$ cat src/rtl/uart_rx_frame_ctrl.sv
// Frame-level receive controller: SOF/LEN/payload/XOR-checksum framing,
// buffered payload release on a valid/ready stream, fault flags and counters.
module uart_rx_frame_ctrl #(
  parameter logic [7:0] SOF_BYTE    = 8'h7E,
  parameter int         MAX_LEN     = 16,
  parameter int         TIMEOUT_CYC = 52080
) (
  input  logic        clk,
  input  logic        reset_n,
  input  logic        rx_valid,
  input  logic [7:0]  rx_byte,
  input  logic        rx_parity_error,
  output logic        out_valid,
  output logic [7:0]  out_data,
  output logic        out_last,
  input  logic        out_ready,
  output logic        frame_ok,
  output logic        frame_err,
  output logic [2:0]  err_code,
  output logic        busy,
  output logic [15:0] frame_cnt,
  output logic [15:0] err_cnt
);

  localparam int IW = (MAX_LEN > 1) ? $clog2(MAX_LEN) : 1;
  localparam int TW = $clog2(TIMEOUT_CYC + 1);
  localparam logic [TW-1:0] T_LAST = TW'(TIMEOUT_CYC - 1);
  localparam logic [7:0] MAXL = 8'(MAX_LEN);

  typedef enum logic [2:0] {
    S_IDLE,
    S_LEN,
    S_PAY,
    S_CSUM,
    S_DRAIN
  } state_t;

  state_t state_q, state_d;

  logic [7:0]    len_q;
  logic [7:0]    csum_q;
  logic [7:0]    wr_idx_q;
  logic [7:0]    rd_idx_q;
  logic [TW-1:0] gap_q;
  logic [7:0]    buf_mem [MAX_LEN];

  logic       in_frame;
  logic       take;
  logic       len_bad;
  logic [2:0] fault;
  logic       ev_ok;
  logic       ev_err;
  logic [2:0] ev_code;

  assign in_frame = (state_q == S_LEN) ||
                    (state_q == S_PAY) ||
                    (state_q == S_CSUM);
  assign take     = rx_valid && !rx_parity_error;
  assign len_bad  = (rx_byte == 8'd0) || (rx_byte > MAXL);

  // Parity beats a same-cycle byte; a same-cycle byte beats timeout.
  always_comb begin
    fault = 3'd0;
    if (rx_parity_error)
      fault = 3'd1;
    else if (!rx_valid && gap_q == T_LAST)
      fault = 3'd4;
  end

  always_ff @(posedge clk or negedge reset_n) begin
    if (!reset_n)
      state_q <= S_IDLE;
    else
      state_q <= state_d;
  end

  always_comb begin
    state_d = state_q;
    ev_ok   = 1'b0;
    ev_err  = 1'b0;
    ev_code = 3'd0;
    unique case (state_q)
      S_IDLE: begin
        if (rx_valid && rx_byte == SOF_BYTE)
          state_d = S_LEN;
      end
      S_LEN, S_PAY, S_CSUM: begin
        if (fault != 3'd0) begin
          ev_err  = 1'b1;
          ev_code = fault;
          state_d = S_IDLE;
        end else if (rx_valid) begin
          unique case (state_q)
            S_LEN: begin
              if (len_bad) begin
                ev_err  = 1'b1;
                ev_code = 3'd2;
                state_d = S_IDLE;
              end else begin
                state_d = S_PAY;
              end
            end
            S_PAY: begin
              if (wr_idx_q == len_q - 8'd1)
                state_d = S_CSUM;
            end
            default: begin
              if (rx_byte == csum_q) begin
                ev_ok   = 1'b1;
                state_d = S_DRAIN;
              end else begin
                ev_err  = 1'b1;
                ev_code = 3'd3;
                state_d = S_IDLE;
              end
            end
          endcase
        end
      end
      S_DRAIN: begin
        if (rx_valid) begin
          ev_err  = 1'b1;
          ev_code = 3'd5;
        end
        if (out_ready && out_last)
          state_d = S_IDLE;
      end
      default: state_d = S_IDLE;
    endcase
  end

  always_comb begin
    out_valid = (state_q == S_DRAIN);
    out_data  = 8'd0;
    out_last  = 1'b0;
    busy      = (state_q != S_IDLE);
    if (out_valid) begin
      out_data = buf_mem[rd_idx_q[IW-1:0]];
      out_last = (rd_idx_q == len_q - 8'd1);
    end
  end

  always_ff @(posedge clk or negedge reset_n) begin
    if (!reset_n) begin
      len_q    <= 8'd0;
      csum_q   <= 8'd0;
      wr_idx_q <= 8'd0;
      rd_idx_q <= 8'd0;
      gap_q    <= '0;
    end else begin
      if (in_frame && !rx_valid)
        gap_q <= gap_q + TW'(1);
      else
        gap_q <= '0;
      if (state_q == S_LEN && take) begin
        len_q    <= rx_byte;
        csum_q   <= rx_byte;
        wr_idx_q <= 8'd0;
      end
      if (state_q == S_PAY && take) begin
        csum_q   <= csum_q ^ rx_byte;
        wr_idx_q <= wr_idx_q + 8'd1;
      end
      if (state_q != S_DRAIN)
        rd_idx_q <= 8'd0;
      else if (out_ready)
        rd_idx_q <= rd_idx_q + 8'd1;
    end
  end

  // Payload storage needs no reset; contents are only read after a full frame.
  always_ff @(posedge clk) begin
    if (state_q == S_PAY && take)
      buf_mem[wr_idx_q[IW-1:0]] <= rx_byte;
  end

  always_ff @(posedge clk or negedge reset_n) begin
    if (!reset_n) begin
      frame_ok  <= 1'b0;
      frame_err <= 1'b0;
      err_code  <= 3'd0;
      frame_cnt <= 16'd0;
      err_cnt   <= 16'd0;
    end else begin
      frame_ok  <= ev_ok;
      frame_err <= ev_err;
      err_code  <= ev_code;
      if (ev_ok && frame_cnt != 16'hFFFF)
        frame_cnt <= frame_cnt + 16'd1;
      if (ev_err && err_cnt != 16'hFFFF)
        err_cnt <= err_cnt + 16'd1;
    end
  end

endmodule

$ cat config.mk
export PLATFORM = sky130hd
export DESIGN_NAME = uart_rx_frame_ctrl
export DESIGN_NICKNAME = d
export VERILOG_FILES = /design/src/rtl/uart_rx_frame_ctrl.sv
export SDC_FILE = /design/constraint.sdc
export NUM_CORES = 1
export LEC_CHECK = 0
export ABC_AREA = 0
export CAP_MARGIN = 20
export CORE_UTILIZATION = 60
export CTS_CLUSTER_SIZE = 28
export DETAILED_ROUTE_END_ITERATION = 7
export DONT_BUFFER_PORTS = 1
export GPL_TIMING_DRIVEN = 1
export PLACE_DENSITY = 0.76
export REMOVE_ABC_BUFFERS = 1
export SLEW_MARGIN = 20
export SYNTH_ARGS = -nofsm -noshare
export SYNTH_HDL_FRONTEND = slang
export SYNTH_SLANG_ARGS = --single-unit
$ cat constraint.sdc
create_clock -name clk -period 2.44 [get_ports clk]
set_clock_uncertainty 0.05 [all_clocks]
set_input_delay 0.366 -clock clk [delete_from_list [all_inputs] [get_ports clk]]
set_output_delay 0.366 -clock clk [all_outputs]
set_load 0.005 [all_outputs]
==> metrics <==
fmax 351 MHz; RSZ-0062 raised after global routing true; first-pass GRT wire length 34.9 mm; Slew Limit Fails 0; Final period util 1.17; share of layout cells above drive strength 1 0.205; Critical Path AT 2.43 ns; Post-synth EDFFs 128; Area Growth Syn to Fin 14.8%; top cells by area, synth edfxtp_1 39%, dfrtp_1 22%, mux4_2 9.1%; Seq pwr share 0.476; Final Hold Viols 0; CTS tree yes; CTS Buffer Depth 3; I/O pins 61; switching part of the total 0.282; post-synthesis cell type count 58; Fillers 1084; Worst Hold Margin 0.0126 ns; Clock Power Share 0.344; M1 wire length 9.44 mm; post-route setup slack -0.405 ns; Syn Inst Count 718; share of the yosys chip area belonging to registers 0.610; Port Buffer Count 0; WL/cell 23.4 microns; fin area 11400 sq um; P_sw 2.64 mW; initial antenna violation count 1; gr ovfl total 0; worst hold path type in -> reg; syn avg cell area 13.8 sq um; slowest CP cell mux4_2; CP Class reg -> out; Post-synth top flop edfxtp_1; metal3 WL 1.86 mm; Initial Util 0.620; Pwr per Cell Area 821 nW/um^2; most common cell in the netlist edfxtp_1; Worst-Margin Slew 0.760 ns; Slew headroom 0.493; outcome finished, violations left; # setup viols final 9; mapped cell area 9910 sq um; CP Max Fanout 7; vias in the first global route 6340; required time of the critical path 2.02 ns; Util after Layout 0.711; post-layout min period 2.85 ns; Die Wd 131 microns; Final Power 9.34 mW; DP Cell Count 934; Net count, final 787; Peak VDD IR 0.539 mV; Worst path max stage delay 0.55 ns; sequential standard cell area 6050 sq um; uppermost routed layer met5; top cell type's share of synthesized area 0.388; DR vias/cell 6.44; met2 wire len 11.1 mm; # H-tree levels 1; die span in y 131 microns; Final ANT Viol Nets 0; Leakage 4.12 nW; Largest delay share family, worst path multiplexers; Post-synth ARST share 0.407; Residual DRC 0; CTS Buf Count 22; max-cap violations 0; Placement Cell Area 10300 sq um; Clock Tree Root clkbuf_16; Synth area leader edfxtp_1; drt first pass iters 5; Detailed Place HPWL 13.7 mm; Multi-input gate area 3680 sq um; Sink Count 216; Skew-Pair Late Insertion Delay 0.50 ns; clock-pin transition on the worst setup and hold timing paths 0.07 ns; ANT cells 0; #FFs+latches synth 216; CP Cell Sequence buf_12, buf_12, mux4_2, mux4_2, and2_4; all-layer global routing usage 0.279; Core Area 16000 sq um; FP Rows 46; Int Power 6.70 mW; synthesis warning total 0; largest net degree at the start of global routing 89; die area 17000 sq um; CP bufs+invs 2; gp weighted congestion 0.816; Vias 6392; top post-synthesis cells by count 128 x edfxtp_1, 88 x dfrtp_1, 45 x nor2_1; startpoint class of the critical path flip-flop; CP Capture Type primary output; failing checks setup timing; Comb pwr share 0.179; final std cells w/o fill 993; final wirelength 23.2 mm; DR iter-0 viols 554
-- layer usage --
metal	track usage	vias up
met1	0.386	3235
met4	0.116	2
met5	0	-
met2	0.438	303
met3	0.0562	63
li1	-	2789
-- power groups by stage --
stage	sequential (mW)	clock, mW	combinational, mW
final	4.45	3.22	1.68
after global routing	4.48	3.39	1.84
after CTS	4.44	3.23	1.64
after detailed placement	4.51	0	1.45
after global placement	4.49	0	1.38
after floorplan	4.47	0	1.04
-- per-stage QoR --
step           setup TNS (ns)  setup WS [ns]
3_3_place_gp                0          0.149
4_1_cts                 -3.10         -0.381
5_1_grt                 -3.61         -0.433
2_1_floorplan           -6.07         -0.701
6_report                -3.24         -0.405
3_5_place_dp                0         0.0864
-- what timing repair did --
| item | in CTS | in global routing |
|---|---|---|
| hold buffers | 15 | 0 |
| resized for setup | 19 | 4 |
| cloned | 3 | 1 |
| endpoints found under the hold margin | 231 | 0 |
| pin swaps | 6 | 3 |
| endpoints found under the setup margin | 9 | 21 |
| setup buffers | 4 | 0 |
-- cell usage in the layout, fill, tap and decap left out, types with 24 or more instances in the layout --
cell and instances:
clkbuf_16 24, nor2_1 45, nand3_1 38, buf_4 38, edfxtp_1 128, xor2_1 31, xnor2_1 41, nand2_1 43
dfrtp_1 86, mux4_2 40, a21oi_1 25
-- state kept, by name, summed over array words and instances (netlist names) --
name,count
buf_mem,128
frame_cnt,16
err_cnt,16
frame_err,1
len_q,8
rd_idx_q,8
csum_q,8
state_q,3
gap_q,16
err_code,3
wr_idx_q,8
frame_ok,1
-- cell families after synthesis --
group	after synthesis	synth area share
compound gates	78	0.0516
xor+xnor	74	0.0654
fa+ha+maj	9	0.0114
buf+inv	52	0.0249
flops	216	0.610
mux	55	0.107
simple gates	234	0.130
-- final cells by class --
cell class	count	area share
clock inverters	11	0.00813
well taps	216	0.0237
multi-input cells	450	0.323
clock buffers	25	0.0521
inverters	14	0.00462
flip-flops and latches	216	0.531
repair buffers	61	0.0569
-- final timing paths --
kind	startpoint	to	slack (ns)	cells after the start
max	rd_idx_q[0]$_DFFE_PN0P_	out_data[3]	-0.41	5
min	rx_byte[0]	csum_q[0]$_DFFE_PN0P_	0.01	2
max reg2reg	gap_q[0]$_DFF_PN0_	err_cnt[14]$_DFFE_PN0P_	0.14	8
min reg2reg	gap_q[0]$_DFF_PN0_	gap_q[0]$_DFF_PN0_	0.41	1
max in group asynchronous	reset_n	len_q[3]$_DFFE_PN0P_	1.58	2
min in group asynchronous	reset_n	rd_idx_q[3]$_DFFE_PN0P_	0.38	2
-- worst register-to-register path: cells and delay by family (launching register included) --
family | cells | cell delay, ns
fa+ha+maj | 1 | 0.22
xor+xnor | 1 | 0.16
buf+inv | 1 | 0.20
compound gates | 1 | 0.27
simple gates | 4 | 0.90
flops | 1 | 0.36
Note: power is estimated with default switching activity, not from simulation.
